[config.mk]
export PLATFORM = sky130hd
export DESIGN_NAME = sm_keypad_scanner_flat
export DESIGN_NICKNAME = d
export VERILOG_FILES = /design/src/rtl/sm_keypad_scanner_if.sv /design/src/rtl/sm_keypad_scanner.sv /design/src/flat_wrapper.sv
export SDC_FILE = /design/constraint.sdc
export NUM_CORES = 1
export LEC_CHECK = 0
export ABC_AREA = 1
export ABC_CLOCK_PERIOD_IN_PS = 2710
export CAP_MARGIN = 10
export CORE_MARGIN = 1.5
export CORE_UTILIZATION = 45
export DETAILED_ROUTE_END_ITERATION = 6
export GPL_TIMING_DRIVEN = 0
export PLACE_DENSITY = 0.75
export SYNTH_ARGS = -nofsm -noshare
export SYNTH_HDL_FRONTEND = slang
export SYNTH_SLANG_ARGS = --single-unit
[constraint.sdc]
create_clock -name clk -period 2.71 [get_ports clk]
set_clock_uncertainty 0.1 [all_clocks]
set_input_delay 0.271 -clock clk [delete_from_list [all_inputs] [get_ports clk]]
set_output_delay 0.271 -clock clk [all_outputs]
set_load 0.005 [all_outputs]
[src/rtl/sm_keypad_scanner_if.sv]
// sm_keypad_scanner_if: keypad matrix pins and key-event outputs of the keypad scanner.
interface sm_keypad_scanner_if;
  logic [3:0] col_n;
  logic [3:0] row_n;
  logic [3:0] key_code;
  logic       key_valid;
  logic       key_release;
  logic       key_held;
  modport master (input col_n, output row_n, key_code, key_valid, key_release, key_held);
  modport slave (output col_n, input row_n, key_code, key_valid, key_release, key_held);
endinterface

[src/rtl/sm_keypad_scanner.sv]
// sm_keypad_scanner: 4x4 keypad row scanner with whole-frame debounce and single-key press/release events.
module sm_keypad_scanner #(
  parameter int SCAN_DIV = 1000,
  parameter int DEBOUNCE = 4
) (
  input logic                clk,
  input logic                rst,
  sm_keypad_scanner_if.master kp
);
  localparam int DW = SCAN_DIV > 2 ? $clog2(SCAN_DIV) : 1;
  localparam int RW = $clog2(DEBOUNCE + 1);
  typedef enum logic [1:0] {IDLE, HELD, LOCK} state_t;
  logic [3:0] c1_q, cs_q, row_n_q, row_n_d;
  logic [DW-1:0] div_q, div_d;
  logic [1:0] row_q, row_d;
  logic [15:0] frame_q, frame_d, last_q, last_d;
  logic [RW-1:0] run_q, run_d;
  state_t state_q, state_d;
  logic [3:0] code_q, code_d, idx;
  logic valid_q, valid_d, rel_q, rel_d, held_q, held_d;
  logic sample, frame_end, accept, onehot, empty;
  assign sample = div_q == DW'(SCAN_DIV - 1);
  assign frame_end = sample && row_q == 2'd3;
  // frame_d already holds the row-3 nibble on the frame-end edge
  always_comb begin
    div_d = sample ? '0 : div_q + DW'(1);
    row_d = sample ? row_q + 2'd1 : row_q;
    row_n_d = ~(4'b0001 << row_d);
    frame_d = frame_q;
    if (sample) frame_d[{row_q, 2'b00} +: 4] = ~cs_q;
    run_d = !frame_end ? run_q :
            frame_d != last_q ? RW'(1) :
            run_q == RW'(DEBOUNCE) ? run_q : run_q + RW'(1);
    last_d = frame_end ? frame_d : last_q;
    accept = frame_end && run_d == RW'(DEBOUNCE) && (run_q != RW'(DEBOUNCE) || frame_d != last_q);
    empty = frame_d == 16'd0;
    onehot = !empty && (frame_d & (frame_d - 16'd1)) == 16'd0;
    idx = 4'd0;
    for (int i = 0; i < 16; i++) if (frame_d[i]) idx = 4'(i);
  end
  always_ff @(posedge clk) begin
    if (rst) begin
      c1_q <= 4'hF;
      cs_q <= 4'hF;
      div_q <= '0;
      row_q <= 2'd0;
      row_n_q <= 4'b1110;
      frame_q <= '0;
      last_q <= '0;
      run_q <= '0;
      state_q <= IDLE;
      code_q <= 4'd0;
      valid_q <= 1'b0;
      rel_q <= 1'b0;
      held_q <= 1'b0;
    end else begin
      c1_q <= kp.col_n;
      cs_q <= c1_q;
      div_q <= div_d;
      row_q <= row_d;
      row_n_q <= row_n_d;
      frame_q <= frame_d;
      last_q <= last_d;
      run_q <= run_d;
      state_q <= state_d;
      code_q <= code_d;
      valid_q <= valid_d;
      rel_q <= rel_d;
      held_q <= held_d;
    end
  end
  always_comb begin
    state_d = state_q;
    unique case (state_q)
      IDLE: state_d = !accept || empty ? IDLE : onehot ? HELD : LOCK;
      HELD: state_d = !accept ? HELD : empty ? IDLE : frame_d != (16'd1 << code_q) ? LOCK : HELD;
      LOCK: state_d = accept && empty ? IDLE : LOCK;
      default: state_d = IDLE;
    endcase
  end
  always_comb begin
    valid_d = accept && state_q == IDLE && onehot;
    rel_d = accept && state_q == HELD && empty;
    held_d = state_d == HELD;
    code_d = valid_d ? idx : code_q;
  end
  assign kp.row_n = row_n_q;
  assign kp.key_code = code_q;
  assign kp.key_valid = valid_q;
  assign kp.key_release = rel_q;
  assign kp.key_held = held_q;
endmodule

[src/flat_wrapper.sv]
// flat-port wrapper written by rule: the top's interface ports become plain ports
module sm_keypad_scanner_flat 
#(
  parameter int SCAN_DIV = 1000,
  parameter int DEBOUNCE = 4
)
  (clk, rst, kp_col_n, kp_row_n, kp_key_code, kp_key_valid, kp_key_release, kp_key_held);
  sm_keypad_scanner_if kp_i ();
  input logic clk;
  input logic rst;
  input wire logic [$bits(kp_i.col_n)-1:0] kp_col_n;
  output wire logic [$bits(kp_i.row_n)-1:0] kp_row_n;
  output wire logic [$bits(kp_i.key_code)-1:0] kp_key_code;
  output wire logic [$bits(kp_i.key_valid)-1:0] kp_key_valid;
  output wire logic [$bits(kp_i.key_release)-1:0] kp_key_release;
  output wire logic [$bits(kp_i.key_held)-1:0] kp_key_held;
  assign kp_i.col_n = kp_col_n;
  assign kp_row_n = kp_i.row_n;
  assign kp_key_code = kp_i.key_code;
  assign kp_key_valid = kp_i.key_valid;
  assign kp_key_release = kp_i.key_release;
  assign kp_key_held = kp_i.key_held;
  sm_keypad_scanner #(.SCAN_DIV(SCAN_DIV), .DEBOUNCE(DEBOUNCE)) u_core (.clk(clk), .rst(rst), .kp(kp_i));
endmodule
=== Word level (Yosys, flattened, before mapping) ===
Cells that the tools add are included.

* Word-level logic and storage cells: 80
* Flip-flop bits (word level): 68
* Input port bits: 6

* Bitwise logic cells: 3
* Add/subtract/negate cells: 5
* Shift operators: 4
* Mux-type cells: 28
* Equality and inequality tests: 10
* Reduce and logical (&&, ||, !) cells: 17

{| class="wikitable"
|+ Operators with widths
! operator !! number
|-
| $logic_not A16 Y1 || 2
|-
| $mux W4 || 8
|-
| $ne A16 B16 Y1 || 2
|-
| $mux W3 || 7
|-
| $mux W2 || 9
|-
| $and A16 B16 Y16 || 1
|-
| $bwmux W16 || 1
|-
| $mux W16 || 1
|-
| $shift A4 B6 Y16 const A || 1
|-
| $shiftx A4 B6 Y16 || 1
|-
| $shl A1 B4 Y16 const A || 1
|-
| $sub A16 B1 Y16 const B || 1
|-
| $add A10 B1 Y10 const B || 1
|-
| $eq A10 B10 Y1 const B || 1
|-
| $logic_and A1 B1 Y1 || 9
|-
| $not A4 Y4 || 2
|-
| $eq A3 B3 Y1 const B || 2
|-
| $neg A4 Y6 || 1
|-
| $pmux W2 S3 || 1
|-
| $eq A2 B1 Y1 const B || 2
|-
| $eq A2 B2 Y1 const B || 2
|-
| $shl A1 B2 Y4 const A || 1
|-
| $add A3 B1 Y3 const B || 1
|-
| $ne A3 B3 Y1 const B || 1
|-
| other kinds (6) || 8
|}

=== Longest topological paths before layout ===
* Depth after elaboration: 19
* Mapped depth: 24

=== Least setup slack after synthesis ===
OpenSTA, ideal clock, no wires.

* Path kind: reg2reg
* Start point: register u_core.row_q[0]
* End point: register u_core.code_q[0], in the netlist u_core.kp.key_code[0]
* Data arrival time: 2553 ps
* Cell stages (with the launch flop): 22
* Path slack: -57 ps
* Clock period less this slack: 2767 ps
* Required time: 2495 ps
* Cell sequence: dfxtp_1 inv_1 ha_1 inv_1 nor2_1 nand4_1 nand2_1 nand2_2 nand2_2 nand2_1 nand2_1 nand2_1 nor2_2 nand2_2 nor2_4 o211ai_2 nor2_4 nand2_2 nor2_4 nand2_1 nor2_1 nor2_1

* Word-level cells in the longest chain between the ends: 19
* Elaborated cells between the ends (all ways): 37

{| class="wikitable"
|+ Ends and longest elaborated chain
! item !! line !! source
|-
| start, declared || sm_keypad_scanner.sv:15 || <nowiki>logic [1:0] row_q, row_d;</nowiki>
|-
| start signal, assigned || sm_keypad_scanner.sv:60 || <nowiki>row_q <= row_d;</nowiki>
|-
| $neg A4 Y6 || sm_keypad_scanner.sv:30 || <nowiki>if (sample) frame_d[{row_q, 2'b00} +: 4] = ~cs_q;</nowiki>
|-
| $shiftx A4 B6 Y16 or $shift A4 B6 Y16 (tied branches) || sm_keypad_scanner.sv:30 ||
|-
| $bwmux W16 || sm_keypad_scanner.sv:30 ||
|-
| $mux W16 || sm_keypad_scanner.sv:30 ||
|-
| $mux W1 || sm_keypad_scanner.sv:39 || <nowiki>for (int i = 0; i < 16; i++) if (frame_d[i]) idx = 4'(i);</nowiki>
|-
| $mux W2 (2 in series) || sm_keypad_scanner.sv:39 ||
|-
| $mux W3 (4 in series) || sm_keypad_scanner.sv:39 ||
|-
| $mux W4 (8 in series) || sm_keypad_scanner.sv:39 ||
|-
| end signal, assigned || sm_keypad_scanner.sv:66 || <nowiki>code_q <= code_d;</nowiki>
|-
| end, declared || sm_keypad_scanner.sv:19 || <nowiki>logic [3:0] code_q, code_d, idx;</nowiki>
|}

Parallel ways exist; a longest one is shown, timed or not.
A chain may end at the register's enable or synchronous reset.

=== Final worst setup path ===
Same ends and word-level chain as after synthesis.

==> metrics <==
Netlist Area Pre-Place 4290 µm²; CTS Buf Count 9; Slew HR 0.576; crit start category flip-flop; All-Layer GR Usage 0.252; leakage power 2.67 nW; RR Startpoint u_core.row_q[0]$_SDFF_PP0_; Max H-tree Level 3; CP Buf/Inv Count 2; post-synthesis sequential area ratio 0.317; die area 10100 µm²; CP Capture Type flip-flop; fin util 0.607; row cnt 35; crit path cell chain inv_8 -> ha_4 -> inv_4 -> nand4_1 -> nand2_1 -> nand2_1 -> nand2_4 -> nor2_4 -> nand2_2 -> nor2_4 -> nor2_1 -> nor2_1 -> nand3_1 -> nor2_2 -> nand3_2 -> nor2_4 -> nand2_1 -> nor2_1 -> nor2_1; CP max stage cell dfxtp_4; Yosys cell types 40; endpoints failing hold 0; Setup Viol. Count Final 9; initial antenna violation count 0; unrepaired setup endpoints after global routing yes; number of global-route vias before repair 4337; buffers added on ports 15; die width 101 µm; Top Ports 17; 1st-pass router iterations 6; fmax 0.347 GHz; CORE AREA 9240 µm²; vias per inst 5.39; clock sinks 68; Iter 0 DRT Violations 425; Clock transition at path regs 80 ps; Final GP Congestion 0.921; Crit. path cell count 19; CTS Hold Buffers Added 0; Crit. Startpoint u_core.row_q[0]$_SDFF_PP0_; Syn-to-layout area delta 30.7%; Detail Route Antenna Nets 0; Max Cap Viol 0; CTS tree yes; FF-to-FF setup slack -170 ps; CP delay by family, top simple AND/OR/NAND/NOR gates; share of cells above drive strength 1 0.267; hpwl dp 8.56 mm; fin worst setup slack -171 ps; total negative slack -1140 ps; Root Buffer clkbuf_8; drt drc 0; largest net degree at the start of global routing 14; Final Max Slew Viols 0; crit path to u_core.kp.key_code[0]$_SDFFE_PP0P_; syn_area_per_cell 6.34 µm²; Die H 101 µm; Setup Crit Path Kind flip-flop to flip-flop; Design Area, Final 5610 µm²; CP dominant cell by count nor2_1; via count 4755; #FFs+latches synth 68; Placed Area 4610 µm²; GR Overflow Total 0; Worst R2R End u_core.kp.key_code[0]$_SDFFE_PP0P_; DRT Wirelength 13.1 mm; nets 763; CP Data Required Time 2870 ps; Synthesis Warnings 0; worst hold path class flip-flop to flip-flop; Mapped Cells 677; Worst Path Max Fanout 8; VDD IR-drop max 363 µV; WP data arrival 3050 ps; first-pass GRT wire length 19.7 mm; Worst-Margin Slew 635 ps; syn nets 691; Final min period 2880 ps; CP peak stage delay 390 ps; CTS Buffer Depth 2; latest clock arrival within the worst-skew pair 360 ps; Cell Pwr Density 344 nW/µm²; antenna cells 0; crit share post-route 1.06; routed length per instance 14.9 µm; status complete, but fails checks; initial core utilization 0.464; failing checks negative setup slack; reg2reg path depth 19; Fillers 776
## flip-flops by register name (all words and copies together), names as in the netlist
register,count
u_core.kp.key_valid,1
u_core.c1_q,4
u_core.kp.key_held,1
u_core.kp.key_code,4
u_core.run_q,3
u_core.row_q,2
u_core.cs_q,4
u_core.kp.row_n,4
u_core.div_q,10
u_core.last_q,16
u_core.state_q,2
u_core.frame_q,16
u_core.kp.key_release,1
## routing by layer
metal / track usage / vias to the layer above / routed length [µm]
li1: - / 2273 / -
met1: 0.287 / 2205 / 5080
met2: 0.470 / 223 / 6650
met3: 0.0416 / 54 / 941
met4: 0.0932 / 0 / 464
met5: 0 / - / 0
## power by group
part	internal, W	switching [W]
Sequential	0.00101	0.00000684
Combinational	0.0000216	0.0000325
Clock	0.000429	0.000436
## timing repair
action,in CTS,in global routing
pin swaps,38,29
gates resized for setup,83,39
gates cloned,2,0
buffers inserted,30,14
endpoints found under the setup margin,9,9
endpoints found under the hold margin,0,0
## synthesized netlist by cell type
cell type  instances  area, µm²
nor4_1             3       18.8
nor2_1            90        338
xnor2_1            4       35.0
buf_6              2       22.5
o21ai_1            4       20.0
ha_1               8        100
nand2_4            3       33.8
o21bai_1           1       7.51
a21boi_1           1       7.51
nand3_2            2       20.0
nor2_2             6       37.5
nand4_1           15       93.8
o211ai_1           1       7.51
clkbuf_1           9       33.8
nor3b_1            2       15.0
nand4_2            1       12.5
a211oi_1           1       7.51
buf_2              2       10.0
xor2_1            10       87.6
or2_2              9       56.3
nand3b_2           1       11.3
o21ai_0           21        105
o22ai_1            2       12.5
nor3_1             4       20.0
inv_1             80        300
buf_1              1       3.75
nand2_2           25        156
inv_2              2       7.51
nand3_1           45        225
nand2_1          206        773
nor2_4            11        124
a22o_1             1       8.76
dfxtp_1           68       1360
a32o_1             1       10.0
o211ai_2           1       12.5
nand3b_1           3       22.5
nor3_2             1       10.0
a21oi_1           27        135
nand3_4            1       17.5
clkinv_1           2       7.51
## layout make-up
| class | count | area (µm²) | area share |
|---|---|---|---|
| Multi-Input combinational cell | 511 | 2900 | 0.517 |
| Sequential cell | 68 | 1380 | 0.245 |
| Timing Repair Buffer | 61 | 553 | 0.0986 |
| Inverter | 84 | 335 | 0.0598 |
| Tap cell | 129 | 161 | 0.0288 |
| Clock buffer | 9 | 124 | 0.0221 |
| Buffer | 14 | 83.8 | 0.0149 |
| Clock inverter | 7 | 76.3 | 0.0136 |
## cell families after synthesis
logic type               Yosys count  synth area share
AO/OA/AOI/OAI                     61            0.0779
XOR/XNOR                          14            0.0286
adder cells (fa/ha/maj)            8            0.0233
buffers and inverters             98            0.0898
flip-flops                        68             0.317
AND/OR/NAND/NOR                  428             0.463
## layout by cell type, fill, tap and decap left out, types with 4 or more instances in the layout
master	instances
o21ai_0	21
inv_1	73
nand2_1	176
xor2_1	10
clkbuf_8	9
nand2_2	42
inv_2	5
a21oi_1	27
nor2_4	24
clkbuf_1	9
nand2_4	16
nor2_2	9
dfxtp_2	5
buf_4	37
or2_2	9
nor2_1	74
clkdlybuf4s50_1	15
dfxtp_1	61
buf_6	5
nand3_1	42
nand4_1	15
xnor2_1	4
## through the flow
stage          hold slack [ps]  instances  setup slack [ps]  power [W]
2_1_floorplan              275        677              4.66    0.00106
3_3_place_gp               292        821              -443    0.00108
3_5_place_dp               295        821              -551    0.00108
4_1_cts                    320        869             -94.0    0.00194
5_1_grt                    340        883              -365    0.00199
6_report                   315        883              -171    0.00193
## worst min path at each step
stage                                    from  slack (ps)                        end  depth (start not counted)
finish              u_core.c1_q[2]$_SDFF_PP1_         310  u_core.cs_q[2]$_SDFF_PP1_                          1
detailed placement  u_core.c1_q[0]$_SDFF_PP1_         300  u_core.cs_q[0]$_SDFF_PP1_                          1
floorplan                         kp_col_n[0]         270  u_core.c1_q[0]$_SDFF_PP1_                          1
global placement    u_core.c1_q[3]$_SDFF_PP1_         290  u_core.cs_q[3]$_SDFF_PP1_                          1
global route        u_core.c1_q[3]$_SDFF_PP1_         340  u_core.cs_q[3]$_SDFF_PP1_                          1
CTS                 u_core.c1_q[2]$_SDFF_PP1_         320  u_core.cs_q[2]$_SDFF_PP1_                          1
(Power assumes the default switching activity.)
